File: config.mk
export PLATFORM = sky130hd
export DESIGN_NAME = cp0_irq_timer_flat
export DESIGN_NICKNAME = d
export VERILOG_FILES = /design/src/rtl/cp0_irq_pkg.sv /design/src/rtl/cp0_irq_timer_if.sv /design/src/rtl/cp0_irq_sync_edge.sv /design/src/rtl/cp0_irq_timer.sv /design/src/flat_wrapper.sv
export SDC_FILE = /design/constraint.sdc
export NUM_CORES = 1
export LEC_CHECK = 0
export ABC_AREA = 1
export CAP_MARGIN = 40
export CORE_UTILIZATION = 55
export CTS_BUF_LIST = sky130_fd_sc_hd__clkbuf_4 sky130_fd_sc_hd__clkbuf_8
export CTS_CLUSTER_DIAMETER = 60
export DETAILED_ROUTE_END_ITERATION = 16
export PLACE_DENSITY = 0.82
export SETUP_SLACK_MARGIN = 0.2
export SYNTH_ARGS = -nofsm -noshare
export SYNTH_HDL_FRONTEND = slang
export SYNTH_SLANG_ARGS = --single-unit
File: constraint.sdc
create_clock -name clk -period 3.55 [get_ports clk]
set_input_delay 1.065 -clock clk [delete_from_list [all_inputs] [get_ports clk]]
set_output_delay 1.065 -clock clk [all_outputs]
set_load 0.02 [all_outputs]
File: src/rtl/cp0_irq_pkg.sv
// Shared constants for the CP0 interrupt/timer unit: register map, source layout
// and a constant-evaluable clog2 for sizing the interrupt id.
package cp0_irq_pkg;

   localparam logic [3:0] A_SOFT  = 4'd0;
   localparam logic [3:0] A_MODE  = 4'd1;
   localparam logic [3:0] A_PEND  = 4'd2;
   localparam logic [3:0] A_COUNT = 4'd3;
   localparam logic [3:0] A_CMP0  = 4'd4;

   localparam int unsigned N_SOFT   = 2;
   localparam int unsigned SRC_SOFT = 0;
   localparam int unsigned SRC_EXT  = 2;

   // Never returns less than 1 so a single-source id still has a bit.
   function automatic int unsigned clog2(input int unsigned v);
      int unsigned r;
      r = 1;
      while ((64'd1 << r) < 64'(v)) r++;
      return r;
   endfunction

endpackage

File: src/rtl/cp0_irq_timer_if.sv
// Register bus plus interrupt inputs/outputs between the CP0 complex and the irq/timer unit.
interface cp0_irq_timer_if
   import cp0_irq_pkg::*;
#(
   parameter int unsigned N_EXT   = 5,
   parameter int unsigned N_TIMER = 2
);
   localparam int unsigned N_SRC = N_SOFT + N_EXT + N_TIMER;
   localparam int unsigned ID_W  = clog2(N_SRC);

   logic              stall;
   logic              we;
   logic [3:0]        addr;
   logic [31:0]       wdata;
   logic [31:0]       rdata;
   logic [N_EXT-1:0]  irq_ext;
   logic [N_SRC-1:0]  im;
   logic              status_ie;
   logic              status_exl;
   logic              status_erl;
   logic              exc_accept;
   logic              eret;
   logic              irq;
   logic [ID_W-1:0]   irq_id;
   logic [N_SRC-1:0]  pend;

   modport master (
      output stall, we, addr, wdata, irq_ext, im, status_ie, status_exl, status_erl,
             exc_accept, eret,
      input  rdata, irq, irq_id, pend
   );

   modport slave (
      input  stall, we, addr, wdata, irq_ext, im, status_ie, status_exl, status_erl,
             exc_accept, eret,
      output rdata, irq, irq_id, pend
   );

endinterface

File: src/rtl/cp0_irq_sync_edge.sv
// Multi-flop synchroniser for one asynchronous interrupt line with rising-edge detect
// on the synchronised level.
module cp0_irq_sync_edge #(
   parameter int unsigned SYNC_STG = 2
) (
   input  logic clk,
   input  logic rst_n,
   input  logic d_i,
   output logic lvl_o,
   output logic rise_c_o
);
   logic [SYNC_STG-1:0] sync_q;
   logic                prev_q;

   always_ff @(posedge clk or negedge rst_n) begin
      if (!rst_n) begin
         sync_q <= '0;
         prev_q <= 1'b0;
      end else begin
         sync_q <= {sync_q[SYNC_STG-2:0], d_i};
         prev_q <= sync_q[SYNC_STG-1];
      end
   end

   assign lvl_o    = sync_q[SYNC_STG-1];
   assign rise_c_o = sync_q[SYNC_STG-1] & ~prev_q;

endmodule

File: src/rtl/cp0_irq_timer.sv
// CP0 interrupt/timer unit: shared Count with N_TIMER compares, synchronised external
// lines, two software IRQs, sticky pending capture and the prioritised gated request.
module cp0_irq_timer
   import cp0_irq_pkg::*;
#(
   parameter int unsigned N_EXT    = 5,
   parameter int unsigned N_TIMER  = 2,
   parameter int unsigned CNT_W    = 32,
   parameter int unsigned SYNC_STG = 2
) (
   input  logic           clk,
   input  logic           rst_n,
   cp0_irq_timer_if.slave bus
);
   localparam int unsigned N_SRC   = N_SOFT + N_EXT + N_TIMER;
   localparam int unsigned ID_W    = clog2(N_SRC);
   localparam int unsigned SRC_TMR = SRC_EXT + N_EXT;

   logic [CNT_W-1:0]              count_q, count_d;
   logic [N_TIMER-1:0][CNT_W-1:0] cmp_q, cmp_d;
   logic [N_SOFT-1:0]             soft_q, soft_d;
   logic [N_EXT-1:0]              mode_q, mode_d;
   logic [N_EXT-1:0]              ext_stk_q, ext_stk_d;
   logic [N_EXT-1:0]              ext_lvl, ext_rise;
   logic [N_TIMER-1:0]            tmr_q, tmr_d, hit_c;
   logic [31:0]                   rdata_q, rdata_d;
   logic [N_SRC-1:0]              pend_c, act_c, clr_c;
   logic                          irq_c, wr_c;
   logic [ID_W-1:0]               id_c;

   for (genvar i = 0; i < N_EXT; i++) begin : g_ext
      cp0_irq_sync_edge #(.SYNC_STG(SYNC_STG)) u_sync (
         .clk      (clk),
         .rst_n    (rst_n),
         .d_i      (bus.irq_ext[i]),
         .lvl_o    (ext_lvl[i]),
         .rise_c_o (ext_rise[i])
      );
   end

   assign wr_c = bus.we & ~bus.stall;

   // Pending view, gating and highest-index-wins encoder.
   always_comb begin
      pend_c                      = '0;
      pend_c[SRC_SOFT +: N_SOFT]  = soft_q;
      pend_c[SRC_EXT  +: N_EXT]   = (mode_q & ext_stk_q) | (~mode_q & ext_lvl);
      pend_c[SRC_TMR  +: N_TIMER] = tmr_q;
      act_c = pend_c & bus.im;
      irq_c = (|act_c) & bus.status_ie & ~bus.status_exl & ~bus.status_erl;
      id_c  = '0;
      for (int unsigned s = 0; s < N_SRC; s++) begin
         if (act_c[s]) id_c = ID_W'(s);
      end
      if (!irq_c) id_c = '0;
   end

   // Register writes and sticky capture; set events beat ack/W1C, compare/mode writes beat sets.
   always_comb begin
      count_d   = count_q + CNT_W'(1);
      cmp_d     = cmp_q;
      soft_d    = soft_q;
      mode_d    = mode_q;
      clr_c     = '0;
      for (int unsigned k = 0; k < N_TIMER; k++) begin
         hit_c[k] = (count_q == cmp_q[k]);
      end
      if (bus.exc_accept && irq_c) clr_c = N_SRC'(1) << id_c;
      if (wr_c && bus.addr == A_PEND) clr_c = clr_c | bus.wdata[N_SRC-1:0];
      ext_stk_d = (ext_stk_q & ~clr_c[SRC_EXT +: N_EXT]) | (ext_rise & mode_q);
      tmr_d     = (tmr_q & ~clr_c[SRC_TMR +: N_TIMER]) | hit_c;
      if (wr_c) begin
         if (bus.addr == A_SOFT)  soft_d  = bus.wdata[N_SOFT-1:0];
         if (bus.addr == A_MODE)  mode_d  = bus.wdata[N_EXT-1:0];
         if (bus.addr == A_COUNT) count_d = bus.wdata[CNT_W-1:0];
         for (int unsigned k = 0; k < N_TIMER; k++) begin
            if (bus.addr == A_CMP0 + 4'(k)) begin
               cmp_d[k] = bus.wdata[CNT_W-1:0];
               tmr_d[k] = 1'b0;
            end
         end
      end
      ext_stk_d = ext_stk_d & ~(mode_d ^ mode_q);
      if (bus.eret) soft_d = '0;
   end

   // Read mux; holds while stalled.
   always_comb begin
      rdata_d = rdata_q;
      if (!bus.stall) begin
         rdata_d = '0;
         if (bus.addr == A_SOFT)  rdata_d = 32'(soft_q);
         if (bus.addr == A_MODE)  rdata_d = 32'(mode_q);
         if (bus.addr == A_PEND)  rdata_d = 32'(pend_c);
         if (bus.addr == A_COUNT) rdata_d = 32'(count_q);
         for (int unsigned k = 0; k < N_TIMER; k++) begin
            if (bus.addr == A_CMP0 + 4'(k)) rdata_d = 32'(cmp_q[k]);
         end
      end
   end

   always_ff @(posedge clk or negedge rst_n) begin
      if (!rst_n) begin
         count_q   <= '0;
         cmp_q     <= '1;
         soft_q    <= '0;
         mode_q    <= '0;
         ext_stk_q <= '0;
         tmr_q     <= '0;
         rdata_q   <= '0;
      end else begin
         count_q   <= count_d;
         cmp_q     <= cmp_d;
         soft_q    <= soft_d;
         mode_q    <= mode_d;
         ext_stk_q <= ext_stk_d;
         tmr_q     <= tmr_d;
         rdata_q   <= rdata_d;
      end
   end

   assign bus.rdata  = rdata_q;
   assign bus.irq    = irq_c;
   assign bus.irq_id = id_c;
   assign bus.pend   = pend_c;

endmodule

File: src/flat_wrapper.sv
// flat-port wrapper written by rule: the top's interface ports become plain ports
module cp0_irq_timer_flat import cp0_irq_pkg::*;
#(
   parameter int unsigned N_EXT    = 5,
   parameter int unsigned N_TIMER  = 2,
   parameter int unsigned CNT_W    = 32,
   parameter int unsigned SYNC_STG = 2
)
  (clk, rst_n, bus_stall, bus_we, bus_addr, bus_wdata, bus_irq_ext, bus_im, bus_status_ie, bus_status_exl, bus_status_erl, bus_exc_accept, bus_eret, bus_rdata, bus_irq, bus_irq_id, bus_pend);
  cp0_irq_timer_if #(.N_EXT(N_EXT), .N_TIMER(N_TIMER)) bus_i ();
  input  logic clk;
  input  logic rst_n;
  input wire logic [$bits(bus_i.stall)-1:0] bus_stall;
  input wire logic [$bits(bus_i.we)-1:0] bus_we;
  input wire logic [$bits(bus_i.addr)-1:0] bus_addr;
  input wire logic [$bits(bus_i.wdata)-1:0] bus_wdata;
  input wire logic [$bits(bus_i.irq_ext)-1:0] bus_irq_ext;
  input wire logic [$bits(bus_i.im)-1:0] bus_im;
  input wire logic [$bits(bus_i.status_ie)-1:0] bus_status_ie;
  input wire logic [$bits(bus_i.status_exl)-1:0] bus_status_exl;
  input wire logic [$bits(bus_i.status_erl)-1:0] bus_status_erl;
  input wire logic [$bits(bus_i.exc_accept)-1:0] bus_exc_accept;
  input wire logic [$bits(bus_i.eret)-1:0] bus_eret;
  output wire logic [$bits(bus_i.rdata)-1:0] bus_rdata;
  output wire logic [$bits(bus_i.irq)-1:0] bus_irq;
  output wire logic [$bits(bus_i.irq_id)-1:0] bus_irq_id;
  output wire logic [$bits(bus_i.pend)-1:0] bus_pend;
  assign bus_i.stall = bus_stall;
  assign bus_i.we = bus_we;
  assign bus_i.addr = bus_addr;
  assign bus_i.wdata = bus_wdata;
  assign bus_i.irq_ext = bus_irq_ext;
  assign bus_i.im = bus_im;
  assign bus_i.status_ie = bus_status_ie;
  assign bus_i.status_exl = bus_status_exl;
  assign bus_i.status_erl = bus_status_erl;
  assign bus_i.exc_accept = bus_exc_accept;
  assign bus_i.eret = bus_eret;
  assign bus_rdata = bus_i.rdata;
  assign bus_irq = bus_i.irq;
  assign bus_irq_id = bus_i.irq_id;
  assign bus_pend = bus_i.pend;
  cp0_irq_timer #(.N_EXT(N_EXT), .N_TIMER(N_TIMER), .CNT_W(CNT_W), .SYNC_STG(SYNC_STG)) u_core (.clk(clk), .rst_n(rst_n), .bus(bus_i));
endmodule
Word level (Yosys, flattened, before mapping) --
Index checks and enable logic that the tools add are counted.
Word-level totals: register bits 157, logic and storage cells 96, output and inout bits 46
Operators by class: bitwise operators 33, shift operators 1, mux-type cells 27, reduce and logical (&&, ||, !) cells 9, $add $sub $neg 1, equality and inequality tests 7
Operator list (count):
- 2-to-1 mux 32 bit | 5
- equality test 32 bit | 2
- adder 32 x 1 -> 32 bit (second input constant) | 1
- 2-to-1 mux 4 bit | 8
- 2-to-1 mux 9 bit | 3
- bitwise AND 5 bit | 5
- 2-to-1 mux 5 bit | 3
- inverter 5 bit | 3
- 2-to-1 mux 2 bit | 5
- OR 5 bit | 2
- bitwise AND 1 bit | 9
- bitwise AND 9 bit | 1
- OR 9 bit | 1
- OR reduction 9 bit | 1
- left shift 1 x 4 -> 9 bit (first input constant) | 1
- equality test 4 x 2 -> 1 bit (second input constant) | 2
- equality test 4 x 3 -> 1 bit (second input constant) | 2
- inverter 1 bit | 8
- AND reduction 2 bit | 3
- bitwise XOR 5 bit | 1
- equality test 4 x 1 -> 1 bit (second input constant) | 1
- zero test 4 bit | 1
- nonzero test 2 bit | 2
- 2-to-1 mux 1 bit | 3
- other kinds (4) | 5

Depth between registers and ports, before layout --
depth in word-level cells 22, gate-level depth with buffers 14, gate-level depth less buffers 14

By module --
A second synthesis with hierarchy kept.
Second synthesis, totals: cells, all modules 1093, area, all modules 8573.2 µm²
By module, submodules not included:
- cp0_irq_timer | instances 1, area each 8147.8 µm², seq. area each 3633.5 µm², cells each 1068
- cp0_irq_sync_edge | instances 5, area each 85.1 µm², seq. area each 75.1 µm², cells each 5

Least setup slack after synthesis --
No wires, ideal clock.
kind input -> output, start in bus_status_exl, end out bus_irq_id[3], path slack 0.606 ns, buffers on the path 0, data arrival time 1.879 ns, stages 5, cell sequence nor3_1 -> nand2_1 -> inv_1 -> nand2_1 -> inv_1
On the way: longest elaborated chain between the ends 4
Ends and longest elaborated chain:
- start, declared | RTL line flat_wrapper.sv:20 | input wire logic [$bits(bus_i.status_exl)-1:0] bus_status_exl;
- inverter 1 bit | RTL line cp0_irq_timer.sv:50 | irq_c = (|act_c) & bus.status_ie & ~bus.status_exl & ~bus.status_erl;
- bitwise AND 1 bit (2 in series) | RTL line cp0_irq_timer.sv:50
- named net bus_irq | RTL line flat_wrapper.sv:25 | output wire logic [$bits(bus_i.irq)-1:0] bus_irq;
- 2-to-1 mux 4 bit | RTL line cp0_irq_timer.sv:55 | if (!irq_c) id_c = '0;
- end, declared | RTL line flat_wrapper.sv:26 | output wire logic [$bits(bus_i.irq_id)-1:0] bus_irq_id;
The timed path passes the listed nets, and every way through them passes these cells.

Final worst setup path --
start in bus_im[0], end out bus_irq_id[3]
On the way: longest elaborated chain between the ends 6
Ends and longest elaborated chain:
- start, declared | RTL line flat_wrapper.sv:18 | input wire logic [$bits(bus_i.im)-1:0] bus_im;
- bitwise AND 9 bit | RTL line cp0_irq_timer.sv:49 | act_c = pend_c & bus.im;
- OR reduction 9 bit | RTL line cp0_irq_timer.sv:50
- bitwise AND 1 bit (3 in series) | RTL line cp0_irq_timer.sv:50
- 2-to-1 mux 4 bit | RTL line cp0_irq_timer.sv:55
No other way between the ends.

==> results.cfg <==
[drt]
route.detailed.wl_per_inst_um = 16.69
drt_first_iter_violations = 893
antenna_violating_nets_post_route = 0
routed-via-count = 8041
routed_wirelength_um = 23840
detail_route.vias_per_cell = 5.627
firstDrtPassIters = 8
post-route-drc-count = 0

[clock_tree]
clock_tree.root_cell = sky130_fd_sc_hd__clkbuf_8
cts_buffer_depth = 2
clock-sinks = 157
clkTransAtPathRegs_ns = 0.08
tritoncts.num_buffers = 17
postCtsHoldBufs = 0
clock_insertion_delay_worst_skew_ns = 0.46
tritoncts = done
cts-htree-levels = 4

[critical_path]
worst_r2r_setup_slack_ns = 1.49
crit_slowest_cell = sky130_fd_sc_hd__clkdlybuf4s50_1
cp-start-kind = primary input
worst-setup-path-type = in -> out
timing.critical_path.cells = clkdlybuf4s50_1, nand2_1, nand2_2, nor2_4, nand3_2, nand2_2, inv_2, nand2_2, inv_1, buf_4
critical_path_peak_fanout = 3
critPathRequiredTime_ns = 2.48
cp_common_cell = sky130_fd_sc_hd__nand2_2
setup.worst_path.end_class = output port
timing.critical_path.slowest_cell_delay_ns = 0.40
critPathArrivalTime_ns = 2.24

[synthesis]
yosysWarnings = 0
synth_enable_flop_cells = 0
main_combinational_cell_family_by_area_after_synthesis = simple AND/OR/NAND/NOR gates
synth.area.mux_share_pct = 0.1170
yosys_cell_types = 44
ys_seq_elements = 157
synth_fa_ha_area_share_pct = 0.1463
yosys.area_share.simple_pct = 25.60
syn_inst = 1115
synth_async_sr_flop_share_pct = 100.0
syn_area_um2 = 8554
synth_fp_nets = 1175
syn_area_per_cell_um2 = 7.672
synth-compound-area-share_pct = 13.65
post_synth_xor_area_fraction_pct = 4.505
synth_seq_area_share_pct = 46.86
postSynth.topFlopCell = sky130_fd_sc_hd__dfrtp_1

[layout]
num-fill-cells = 1233
num_antenna_cells = 0
final_net_count = 1288
layout-drive-gt1-share_pct = 16.76
area.growth.synth_to_final_pct = 22.66
post-route-util_pct = 69.02
finish.cell_count_without_fillers = 1429

[timing]
whs_ns = 0.3526
final-hold-violation-count = 0
worst-slew-pin-transition_ns = 0.8154
fmaxAchievable_mhz = 302.3
finalCritPeriodShare_pct = 93.17
final_period_demand_of_the_worst_path_ns = 3.308
timing.final.ws_setup_ns = 0.2423
relSlewSlack_pct = 45.56
timing.final.max_slew_violations = 0
timing.final.setup_violations = 0
rsz0062_at_grt = no
fin_clk_skew_ns = 0.01202

[floorplanning]
floorplan.io_pins = 105
chipWidth_um = 126.7
dieHeight_um = 126.7
core_area_um2 = 15200
placement_rows = 45
dieArea_um2 = 16060
initial_utilization_pct = 56.27

[power_and_ir_drop]
p_leak_nw = 4.923
irDropWorstVdd_v = 0.0004159
power_density_of_the_placed_cells_nw_per_um2 = 560.0

[status]
status = finished clean

[grt]
grt_pass1_wl_um = 38250
vias_in_the_first_global_route = 7525
grt_use_total_pct = 30.95
grt_overflow_total = 0
initial_antenna_violation_count = 0
grt_start_max_net_pins = 68

[place]
pre_cts_ws_ns = -0.2934
post-dp-hpwl_um = 17070
last_weighted_congestion_value_of_the_routability_driven_placer = 0.9641
port-buffer-count = 104
dp_cell_count = 1396

[job]
max_cap_viol_count = 0

[hold_path]
hold_path_class = reg -> reg
## cells in the final DEF (no fill, tap or decap), types with 3 or more instances in the layout
master	count
sky130_fd_sc_hd__nand2_1	296
sky130_fd_sc_hd__inv_1	149
sky130_fd_sc_hd__dfrtp_1	93
sky130_fd_sc_hd__clkdlybuf4s50_1	90
sky130_fd_sc_hd__o21ai_0	79
sky130_fd_sc_hd__dfstp_2	64
sky130_fd_sc_hd__nor2_1	52
sky130_fd_sc_hd__a21oi_1	51
sky130_fd_sc_hd__o21ai_1	43
sky130_fd_sc_hd__nand3_1	35
sky130_fd_sc_hd__buf_4	32
sky130_fd_sc_hd__o22ai_1	28
sky130_fd_sc_hd__xnor2_1	25
sky130_fd_sc_hd__nand4_1	21
sky130_fd_sc_hd__clkbuf_8	20
sky130_fd_sc_hd__xor2_1	19
sky130_fd_sc_hd__nor3_1	17
sky130_fd_sc_hd__nand2_2	15
sky130_fd_sc_hd__or2_2	13
sky130_fd_sc_hd__inv_2	11
sky130_fd_sc_hd__nand3_2	8
sky130_fd_sc_hd__nor2_4	8
sky130_fd_sc_hd__dlymetal6s2s_1	7
sky130_fd_sc_hd__nor4_1	6
sky130_fd_sc_hd__nor3_2	5
sky130_fd_sc_hd__nor2_2	5
sky130_fd_sc_hd__a31oi_1	4
sky130_fd_sc_hd__bufinv_16	4
sky130_fd_sc_hd__clkbuf_4	4
sky130_fd_sc_hd__nand2_4	3
sky130_fd_sc_hd__o221ai_1	3
sky130_fd_sc_hd__a221oi_1	3
sky130_fd_sc_hd__clkinv_4	3
sky130_fd_sc_hd__buf_6	3
## final cells by class
type	count	area, um^2	area share, %
inverters	161	604.3	5.760
clock inverters	8	155.1	1.479
clock buffers	24	305.3	2.910
multi-input cells	755	3871	36.89
flip-flops and latches	157	4009	38.21
well taps	188	235.2	2.242
repair buffers	136	1313	12.51
## timing repair
item	4_1_cts	5_1_grt
buffers inserted	0	1
setup endpoints to repair	5	5
resized for setup	34	29
endpoints found under the hold margin	0	0
pin swaps	9	11
## per-stage QoR
stage | power (mW) | cell area, um^2 | setup TNS (ns)
2_1_floorplan | 3.639 | 8554 | 0
3_3_place_gp | 4.224 | 9916 | -1.019
3_5_place_dp | 4.279 | 9916 | -1.244
4_1_cts | 5.832 | 10400 | 0
5_1_grt | 6.191 | 10490 | 0
6_report | 5.876 | 10490 | 0
## cells by family (layout without fill, tap and decap cells)
kind of cell,count (synthesis),count (layout)
fa+ha+maj,1,1
buf+inv,203,329
mux,1,1
xor+xnor,44,44
flops,157,157
simple gates,492,492
compound gates,217,217
## layer usage
metal  track usage (%)  vias up  share of wire [%]
met2             48.98      389                 47
met5                 0        -                  0
met4             10.36        0                2.4
li1                  -     3816                  -
met1             41.94     3795                 42
met3             7.634       41                9.3
## synthesized netlist by cell type, types with 3 or more instances
master	n	share of area [%]
sky130_fd_sc_hd__a31oi_1	4	0.29
sky130_fd_sc_hd__nor2_1	56	2.5
sky130_fd_sc_hd__inv_2	8	0.35
sky130_fd_sc_hd__buf_2	10	0.59
sky130_fd_sc_hd__nand2_2	5	0.37
sky130_fd_sc_hd__nor3_2	4	0.47
sky130_fd_sc_hd__nor3_1	18	1.1
sky130_fd_sc_hd__o221ai_1	3	0.31
sky130_fd_sc_hd__o21ai_1	43	2.5
sky130_fd_sc_hd__o21ai_0	79	4.6
sky130_fd_sc_hd__or2_2	13	0.95
sky130_fd_sc_hd__a221oi_1	3	0.31
sky130_fd_sc_hd__nand2_1	308	14
sky130_fd_sc_hd__o22ai_1	28	2.0
sky130_fd_sc_hd__nand4_1	21	1.5
sky130_fd_sc_hd__xor2_1	19	1.9
sky130_fd_sc_hd__nor4_1	7	0.51
sky130_fd_sc_hd__nand3_1	41	2.4
sky130_fd_sc_hd__xnor2_1	25	2.6
sky130_fd_sc_hd__nor2_4	5	0.66
sky130_fd_sc_hd__dfrtp_1	93	27
sky130_fd_sc_hd__clkbuf_1	27	1.2
sky130_fd_sc_hd__dfstp_2	64	20
sky130_fd_sc_hd__a21oi_1	51	3.0
sky130_fd_sc_hd__nor2_2	4	0.29
sky130_fd_sc_hd__inv_1	152	6.7
## where the power goes
part           leakage, nW  switching (mW)  total (mW)  internal [mW]
Combinational         2.88            1.03        1.74          0.709
Clock                0.236           0.675        1.54          0.861
Sequential            1.80           0.367        2.60           2.23
Total                 4.92            2.07        5.88           3.80
## worst paths after layout
check,cells after the start,startpoint,endpoint
setup / recovery,10,bus_im[0],bus_irq_id[3]
hold / removal,0,u_core.g_ext[1].u_sync.sync_q[0],u_core.g_ext[1].u_sync.sync_q[1]
setup reg to reg,10,u_core.count_q[0],u_core.count_q[30]
hold reg to reg,0,u_core.g_ext[1].u_sync.sync_q[0],u_core.g_ext[1].u_sync.sync_q[1]
max in group asynchronous,2,rst_n,u_core.cmp_q[29]
min in group asynchronous,1,rst_n,u_core.bus.rdata[10]
## flip-flops by register name (all words and copies together) (netlist names)
| name | cells |
|---|---|
| u_core.soft_q | 2 |
| u_core.cmp_q | 64 |
| u_core.g_ext.u_sync.sync_q | 10 |
| u_core.mode_q | 5 |
| u_core.g_ext.u_sync.prev_q | 5 |
| u_core.ext_stk_q | 5 |
| u_core.tmr_q | 2 |
| u_core.count_q | 32 |
| u_core.bus.rdata | 32 |
## worst max-delay path: cells and delay by family
family	cells	cell delay [ns]
buffers and inverters	4	0.63
AND/OR/NAND/NOR	6	0.53
Power figures use the tool's default switching activity.
